<file path="src/rtl/mem_stage_if.sv">
// Data-SRAM request/address-ok/data-ok bus between the memory stage and
// the data cache or SRAM.
interface mem_stage_if;
  logic        data_sram_req;
  logic        data_sram_wr;
  logic [1:0]  data_sram_size;
  logic [3:0]  data_sram_wstrb;
  logic [31:0] data_sram_addr;
  logic [31:0] data_sram_wdata;
  logic        data_sram_addr_ok;
  logic        data_sram_data_ok;
  logic [31:0] data_sram_rdata;

  modport master (
    output data_sram_req,
    output data_sram_wr,
    output data_sram_size,
    output data_sram_wstrb,
    output data_sram_addr,
    output data_sram_wdata,
    input  data_sram_addr_ok,
    input  data_sram_data_ok,
    input  data_sram_rdata
  );

  modport slave (
    input  data_sram_req,
    input  data_sram_wr,
    input  data_sram_size,
    input  data_sram_wstrb,
    input  data_sram_addr,
    input  data_sram_wdata,
    output data_sram_addr_ok,
    output data_sram_data_ok,
    output data_sram_rdata
  );
endinterface

</file>
<file path="src/rtl/mem_stage.sv">
// Memory-access stage: issues one load/store at a time on the data-SRAM bus,
// aligns load data and registers the result into the MEM->WB register.
module mem_stage (
  input  logic         clk,
  input  logic         rst,
  input  logic         WB_allowin,
  input  logic [144:0] EX_to_MEM_zip,
  input  logic [81:0]  EX_except_reg,
  output logic         MEM_allowin,
  output logic         front_valid,
  output logic [4:0]   front_addr,
  output logic [31:0]  front_data,
  mem_stage_if.master  dbus,
  output logic [102:0] MEM_to_WB_reg,
  output logic [81:0]  MEM_except_reg
);

  typedef enum logic [1:0] {IDLE, WAIT, DONE} state_t;

  state_t state;
  state_t state_n;

  logic        valid;
  logic [31:0] pc;
  logic [31:0] ir;
  logic        ld_b;
  logic        ld_bu;
  logic        ld_h;
  logic        ld_hu;
  logic        ld_w;
  logic        st_b;
  logic        st_h;
  logic        st_w;
  logic        mem_we;
  logic        res_from_mem;
  logic        gr_we;
  logic [31:0] rkd;
  logic [4:0]  waddr;
  logic [31:0] alu;

  assign valid        = EX_to_MEM_zip[144];
  assign pc           = EX_to_MEM_zip[143:112];
  assign ir           = EX_to_MEM_zip[111:80];
  assign ld_b         = EX_to_MEM_zip[79];
  assign ld_bu        = EX_to_MEM_zip[78];
  assign ld_h         = EX_to_MEM_zip[77];
  assign ld_hu        = EX_to_MEM_zip[76];
  assign ld_w         = EX_to_MEM_zip[75];
  assign st_b         = EX_to_MEM_zip[74];
  assign st_h         = EX_to_MEM_zip[73];
  assign st_w         = EX_to_MEM_zip[72];
  assign mem_we       = EX_to_MEM_zip[71];
  assign res_from_mem = EX_to_MEM_zip[70];
  assign gr_we        = EX_to_MEM_zip[69];
  assign rkd          = EX_to_MEM_zip[68:37];
  assign waddr        = EX_to_MEM_zip[36:32];
  assign alu          = EX_to_MEM_zip[31:0];

  logic        mem_op;
  logic        req;
  logic        readygo;
  logic [31:0] rdata_q;
  logic [31:0] lane;
  logic [15:0] half;
  logic [31:0] load_data;
  logic [31:0] final_result;
  logic [1:0]  size;
  logic [3:0]  wstrb;
  logic [31:0] wdata;

  assign mem_op = ld_b | ld_bu | ld_h | ld_hu | ld_w
                | st_b | st_h | st_w;

  // Gated by rst so the bus stays quiet while held in reset.
  assign req = rst & valid & mem_op & (state == IDLE);

  assign readygo     = valid & (~mem_op | (state == DONE));
  assign MEM_allowin = ~valid | (readygo & WB_allowin);

  always_ff @(posedge clk or negedge rst) begin
    if (!rst) begin
      state   <= IDLE;
      rdata_q <= 32'd0;
    end else begin
      state <= state_n;
      if (state == WAIT && dbus.data_sram_data_ok)
        rdata_q <= dbus.data_sram_rdata;
    end
  end

  always_comb begin
    state_n = state;
    unique case (state)
      IDLE: if (req && dbus.data_sram_addr_ok) state_n = WAIT;
      WAIT: if (dbus.data_sram_data_ok) state_n = DONE;
      DONE: if (WB_allowin) state_n = IDLE;
      default: state_n = IDLE;
    endcase
  end

  always_comb begin
    size  = 2'd0;
    wstrb = 4'b0000;
    wdata = rkd;
    unique case (1'b1)
      st_b: begin
        wdata = {4{rkd[7:0]}};
        wstrb = 4'b0001 << alu[1:0];
      end
      st_h: begin
        size  = 2'd1;
        wdata = {2{rkd[15:0]}};
        wstrb = alu[1] ? 4'b1100 : 4'b0011;
      end
      st_w: begin
        size  = 2'd2;
        wstrb = 4'b1111;
      end
      ld_h, ld_hu: size = 2'd1;
      ld_w:        size = 2'd2;
      default: ;
    endcase
  end

  assign dbus.data_sram_req   = req;
  assign dbus.data_sram_wr    = mem_we;
  assign dbus.data_sram_size  = size;
  assign dbus.data_sram_wstrb = wstrb;
  assign dbus.data_sram_addr  = alu;
  assign dbus.data_sram_wdata = wdata;

  assign lane = rdata_q >> {alu[1:0], 3'b000};
  assign half = alu[1] ? rdata_q[31:16] : rdata_q[15:0];

  always_comb begin
    load_data = rdata_q;
    unique case (1'b1)
      ld_b:    load_data = {{24{lane[7]}}, lane[7:0]};
      ld_bu:   load_data = {24'd0, lane[7:0]};
      ld_h:    load_data = {{16{half[15]}}, half};
      ld_hu:   load_data = {16'd0, half};
      default: load_data = rdata_q;
    endcase
  end

  assign final_result = res_from_mem ? load_data : alu;

  assign front_valid = valid & gr_we
                     & (~res_from_mem | (state == DONE));
  assign front_addr  = waddr;
  assign front_data  = final_result;

  always_ff @(posedge clk or negedge rst) begin
    if (!rst) begin
      MEM_to_WB_reg  <= '0;
      MEM_except_reg <= '0;
    end else if (WB_allowin) begin
      if (readygo) begin
        MEM_to_WB_reg  <= {valid, pc, ir, gr_we, waddr, final_result};
        MEM_except_reg <= EX_except_reg;
      end else begin
        MEM_to_WB_reg  <= '0;
        MEM_except_reg <= '0;
      end
    end
  end

endmodule

</file>
<file path="src/flat_wrapper.sv">
// flat-port wrapper written by rule: the top's interface ports become plain ports
module mem_stage_flat 
  (clk, rst, WB_allowin, EX_to_MEM_zip, EX_except_reg, MEM_allowin, front_valid, front_addr, front_data, MEM_to_WB_reg, MEM_except_reg, dbus_data_sram_req, dbus_data_sram_wr, dbus_data_sram_size, dbus_data_sram_wstrb, dbus_data_sram_addr, dbus_data_sram_wdata, dbus_data_sram_addr_ok, dbus_data_sram_data_ok, dbus_data_sram_rdata);
  mem_stage_if dbus_i ();
  input  logic clk;
  input  logic rst;
  input  logic WB_allowin;
  input  logic [144:0] EX_to_MEM_zip;
  input  logic [81:0] EX_except_reg;
  output logic MEM_allowin;
  output logic front_valid;
  output logic [4:0] front_addr;
  output logic [31:0] front_data;
  output logic [102:0] MEM_to_WB_reg;
  output logic [81:0] MEM_except_reg;
  output wire logic [$bits(dbus_i.data_sram_req)-1:0] dbus_data_sram_req;
  output wire logic [$bits(dbus_i.data_sram_wr)-1:0] dbus_data_sram_wr;
  output wire logic [$bits(dbus_i.data_sram_size)-1:0] dbus_data_sram_size;
  output wire logic [$bits(dbus_i.data_sram_wstrb)-1:0] dbus_data_sram_wstrb;
  output wire logic [$bits(dbus_i.data_sram_addr)-1:0] dbus_data_sram_addr;
  output wire logic [$bits(dbus_i.data_sram_wdata)-1:0] dbus_data_sram_wdata;
  input wire logic [$bits(dbus_i.data_sram_addr_ok)-1:0] dbus_data_sram_addr_ok;
  input wire logic [$bits(dbus_i.data_sram_data_ok)-1:0] dbus_data_sram_data_ok;
  input wire logic [$bits(dbus_i.data_sram_rdata)-1:0] dbus_data_sram_rdata;
  assign dbus_data_sram_req = dbus_i.data_sram_req;
  assign dbus_data_sram_wr = dbus_i.data_sram_wr;
  assign dbus_data_sram_size = dbus_i.data_sram_size;
  assign dbus_data_sram_wstrb = dbus_i.data_sram_wstrb;
  assign dbus_data_sram_addr = dbus_i.data_sram_addr;
  assign dbus_data_sram_wdata = dbus_i.data_sram_wdata;
  assign dbus_i.data_sram_addr_ok = dbus_data_sram_addr_ok;
  assign dbus_i.data_sram_data_ok = dbus_data_sram_data_ok;
  assign dbus_i.data_sram_rdata = dbus_data_sram_rdata;
  mem_stage u_core (.clk(clk), .rst(rst), .WB_allowin(WB_allowin), .EX_to_MEM_zip(EX_to_MEM_zip), .EX_except_reg(EX_except_reg), .MEM_allowin(MEM_allowin), .front_valid(front_valid), .front_addr(front_addr), .front_data(front_data), .dbus(dbus_i), .MEM_to_WB_reg(MEM_to_WB_reg), .MEM_except_reg(MEM_except_reg));
endmodule
</file>
<file path="config.mk">
export PLATFORM = sky130hd
export DESIGN_NAME = mem_stage_flat
export DESIGN_NICKNAME = d
export VERILOG_FILES = /design/src/rtl/mem_stage_if.sv /design/src/rtl/mem_stage.sv /design/src/flat_wrapper.sv
export SDC_FILE = /design/constraint.sdc
export NUM_CORES = 1
export LEC_CHECK = 0
export CORE_AREA = 2 2 216 218
export DETAILED_ROUTE_END_ITERATION = 8
export DIE_AREA = 0 0 218 220
export GPL_ROUTABILITY_DRIVEN = 1
export PLACE_DENSITY = 0.49
export SLEW_MARGIN = 25
export SYNTH_ARGS = -nofsm -noshare
export SYNTH_HDL_FRONTEND = slang
export SYNTH_SLANG_ARGS = --single-unit
</file>
<file path="constraint.sdc">
create_clock -name clk -period 2.1 [get_ports clk]
set_input_delay 0.315 -clock clk [delete_from_list [all_inputs] [get_ports clk]]
set_output_delay 0.315 -clock clk [all_outputs]
set_load 0.05 [all_outputs]
</file>
Word-level counts from Yosys, hierarchy flattened
Index checks and enable logic that the tools add are counted.
Widths: inputs -> output; s select.

operators by class
  equality and inequality tests = 5
  shift-type cells = 2
  multiplexer cells = 13
  bitwise gates (word level) = 20
  reductions and logical operators = 6

operators with widths
  operator             count
  $pmux 32 s4          1
  $mux 103             1
  $mux 82              1
  $pmux 32 s2          1
  $mux 32              1
  $shr 32x5->8         1
  $mux 16              1
  $pmux 4 s3           1
  $or 1x1->1           10
  $and 1x1->1          7
  $mux 2               3
  $ne 2x2->1 const B   3
  $pmux 2 s3           1
  $mux 4               1
  $pmux 2 s2           1
  $shl 1x2->4 const A  1
  $not 1->1            3
  $reduce_and 3->1     1
  $reduce_or 3->1      1
  $eq 2x1->1 const B   1
  $eq 2x2->1 const B   1
  $logic_and 1x1->1    2
  $logic_not 2->1      1
  $reduce_or 2->1      1

word-level totals
  flip-flop bits (word level) = 219
  bits of input ports = 264
  output and inout port bits = 296
  word-level logic and storage cells = 50

Logic depth before layout (Yosys ltp)
  depth in word-level cells = 12
  mapped depth = 6
  gate-level depth less buffers = 4

Worst setup path before layout
Ideal clock, no wire load.

  path kind = input to output
  from = input port EX_to_MEM_zip[76]
  to = output port front_data[5]
  arrival time = 2.016 ns
  required time = 1.785 ns
  path slack = -0.231 ns
  cell stages on the path = 5
  path buffers = 2
  cells stage by stage = nor4_1 -> buf_2 -> buf_2 -> o21ai_0 -> a31oi_1

on the way
  word-level cells in the longest chain between the ends = 2

RTL lines
  element      line                RTL
  from (decl)  flat_wrapper.sv:8   input logic [144:0] EX_to_MEM_zip;
  $pmux 32 s4  mem_stage.sv:137    unique case (1'b1)
  $mux 32      mem_stage.sv:146    assign final_result = res_from_mem ? load_data : alu;
  to (decl)    flat_wrapper.sv:13  output logic [31:0] front_data;

No other way between the ends.

Worst setup path in the final report
  from = register u_core.rdata_q[15]
  to = output port front_data[23]

on the way
  word-level cells in the longest chain between the ends = 3
  elaborated cells between the ends (all ways) = 4
  those cells by class = shift: 1; mux: 3

RTL lines
  element                                         line                                RTL
  from (decl)                                     mem_stage.sv:62                     logic [31:0] rdata_q;
  from (signal assigned)                          mem_stage.sv:87                     rdata_q <= dbus.data_sram_rdata;
  $shr 32x5->8 / $mux 16 (equally long branches)  mem_stage.sv:132, mem_stage.sv:133
  $pmux 32 s4 *                                   mem_stage.sv:137
  $mux 32 *                                       mem_stage.sv:146

Mark *: on every way between the ends. The rest lies on a longest branch, timed or not.

==> results.md <==
- WL final: approximately 41000 um
- Reg clk slew, reported paths: 0.06 ns
- F_max: 367 MHz
- Placed cells: between 1500 and 2000
- Starting Density: 20.8%
- Final Util: 39.2%
- Synth cell types: 41
- Min-delay worst type: in -> reg
- Max reg flops: 103
- CP endpoint: front_data[23]
- CP max stage delay: 0.51 ns
- Internal power: 10.2 mW
- Async set or reset register ratio after synthesis: 100%
- VDD IR-drop max: about 0.00052 V
- Post-Layout Cell Count: 2005
- Critical path depth: 6
- Cell breakdown of the critical path: mux4_2 -> a221o_2 -> buf_12 -> a21oi_2 -> nor2_2 -> buf_4
- Share of layout cells above drive strength 1: between 20 and 30%
- GPL Wtd Cong: 0.808
- Crit path launch: u_core.rdata_q[15]
- R2R setup slack: 0.13 ns
- CP max FO: 16
- CTS tree: yes
- Slowest stage cell on the critical path: mux4_2
- PwrDens: 862 mW/mm2
- Seq/Total Area, Yosys: 57.5%
- # setup viols final: 32
- Post-layout min period: 2.72 ns
- Top FF cell, synth: dfrtp_1
- Final ANT Viol Nets: 0
- Comb pwr share: a little over a third
- Clock Power Share: 30.6%
- Yosys warning count: 0
- Critical path's top delay family: compound AO/OA/AOI/OAI gates
- Leakage: 7.95 nW
- Post-Syn Area per Cell: between 10 and 15 um2
- Largest net degree at the start of global routing: ~110
- Crit Path Category: reg -> out
- Critical path endpoint category: output port
- First-pass GRT wire length: approximately 60000 um
- Post-synth EDFFs: 0
- DIE HEIGHT: 220 um
- H-tree levels: 1
- Sw Pwr: 5.32 mW
- Buf+Inv Stages, Crit Path: 2
- # IOs: 560
- Die Wd: 218 um
- Drc violations: 0
- Detail Placement HPWL: ~30000 um
- DRT Pass-1 Iters: 4
- Area growth syn-to-layout: 88.5%
- Terminus of the critical flop-to-flop path: u_core.MEM_to_WB_reg[20]
- Clk_skew: 0.0126 ns
- Max-slew violations: 0
- Tcrit/Tclk final: 130%
- Vias: between 8000 and 9000
- GRT Residual Overflow: 0
- Core Region: 0.0459 mm2
- CP Launch Type: register
- Sink Count: 219
- Max Cap Violations: 0
- Final hold violation count: 0
- Synth Instances: 782
- Outcome: finished, violations left
- Relative max-transition margin: 54.5%
- Worst-margin pin slew: 0.682 ns
- Worst skew pair latency: 0.54 ns
- Vias per std cell: 4.38
- Sequential share of power: roughly a third
- # port buffers: 557
- Synth Cell Area: 0.00953 mm2
- R2R cell count: 6
- Iter 0 DRT Violations: 338
- Failing checks: negative setup slack
- Layout Nets: 1639
- Fin worst setup slack: -0.625 ns
- CP required: ~1.8 ns
- Die area: 0.0480 mm2
- Yosys reg bits: 219
- Reg-to-Reg Start: u_core.rdata_q[15]
- CTS Buf Count: 27
- Vias in the first global route: 9051
- Sw Ratio: 34.4%
- Antenna violations before repair: 3
- RSZ-0062 raised after global routing: yes
- WL per Instance: 20.4 um
- GR Util All Layers: 16.2%
- Root Buffer: clkbuf_16
- Placement Rows: 79
- Worst path arrival time: 2.41 ns
- Longest Clk Path Bufs: 3
- Syn Nets: 1046
layer usage:
| metal | GRT usage, % | share of wire [%] |
|---|---|---|
| met1 | 20.0 | 41 |
| met2 | 28.1 | 50 |
| met3 | 3.96 | 7.2 |
| met4 | 4.63 | 1.9 |
| met5 | 0 | 0 |
worst min-delay path by stage:
| stage | endpoint | start | slack, ns | cells after the start |
|---|---|---|---|---|
| after detailed placement | u_core.MEM_to_WB_reg[22] | rst | 0.11 | 1 |
| final | u_core.MEM_to_WB_reg[25] | WB_allowin | 0.20 | 2 |
| after CTS | u_core.MEM_to_WB_reg[25] | WB_allowin | 0.16 | 2 |
| after global routing | u_core.MEM_to_WB_reg[26] | WB_allowin | 0.19 | 2 |
| after floorplan | u_core.MEM_except_reg[0] | rst | 0.02 | 0 |
| after global placement | u_core.MEM_to_WB_reg[28] | rst | 0.11 | 1 |
cell families after synthesis:
kind of cell,after synthesis,share of synthesized area [%]
AO/OA/AOI/OAI,271,23.5
buffers and inverters,136,7.56
flip-flops,219,57.5
multiplexers,50,6.72
AND/OR/NAND/NOR,106,4.70
placed cells by master, fill, tap and decap left out, types with 9 or more instances in the layout:
master,n
clkbuf_16,27
a22o_1,168
o32ai_1,23
buf_12,58
dfrtp_2,9
buf_4,148
nor2_1,35
dlygate4sd2_1,17
buf_6,22
a21oi_2,11
nand2_1,21
mux2_2,42
dfrtp_1,210
nor2_2,23
clkdlybuf4s50_1,413
inv_1,25
a21oi_4,9
stage by stage:
stage | total power, mW | TNS, ns | hold WS (ns) | setup WS, ns | cell area (um2)
2_1_floorplan | 7.72 | 0 | 0.0194 | 0.00745 | 9630
3_3_place_gp | 10.1 | -87.09 | 0.113 | -0.611 | 16400
3_5_place_dp | 10.1 | -93.32 | 0.112 | -0.638 | 16400
4_1_cts | 15.6 | -15.34 | 0.163 | -0.654 | 17800
5_1_grt | 16.2 | -16.84 | 0.189 | -0.716 | 18000
6_report | 15.5 | -14.10 | 0.195 | -0.625 | 18000
worst register-to-register path, delay by kind of cell (launching register included):
family	cells	cell delay, ns
compound gates	3	0.65
buf+inv	2	0.31
flops	1	0.38
mux	1	0.51
cell usage after synthesis (2+ instances only):
library cell	number	area [um2]
a21oi_2	10	87.6
a31oi_1	6	37.5
dfrtp_1	219	5480
o32ai_1	23	201
or2_2	3	18.8
nor2b_1	2	12.5
inv_1	25	93.8
o21bai_1	3	22.5
nor2_1	58	218
a211oi_1	6	45.0
nand2b_1	4	25.0
clkbuf_1	43	161
nand2_1	29	109
buf_4	46	345
a21o_1	8	60.1
o21ai_0	11	55.1
a22o_1	168	1470
mux2_2	42	473
a21oi_1	18	90.1
and2_1	2	12.5
buf_6	2	22.5
mux4_2	7	158
a32oi_1	2	17.5
nand3_1	3	15.0
buf_2	18	90.1
a22oi_1	8	60.1
o21a_1	2	15.0
power groups by stage:
| stage | clock network (mW) | registers (mW) | logic (mW) |
|---|---|---|---|
| 3_5_place_dp | 0 | 5.23 | 4.92 |
| 5_1_grt | 5.12 | 5.14 | 5.95 |
| 4_1_cts | 4.96 | 5.08 | 5.59 |
| 6_report | 4.74 | 5.09 | 5.66 |
| 3_3_place_gp | 0 | 5.23 | 4.91 |
| 2_1_floorplan | 0 | 5.54 | 2.18 |
repair_timing:
item                                    4_1_cts  5_1_grt
hold buffers                                  1        0
hold endpoints to repair                    219        0
setup buffers                                23        7
resized for setup                            97       32
pin swaps                                     9       11
endpoints found under the setup margin       55       40
cell type report:
type                    instances  area (um2)
diodes                          3        7.51
clock buffers                  38         787
clock inverters                11         123
fillers                      4487       27900
inverters                      27         104
multi-input cells             427        3730
flip-flops and latches        219        5490
well taps                     607         759
repair buffers                673        6960
Power figures use the tool's default switching activity.
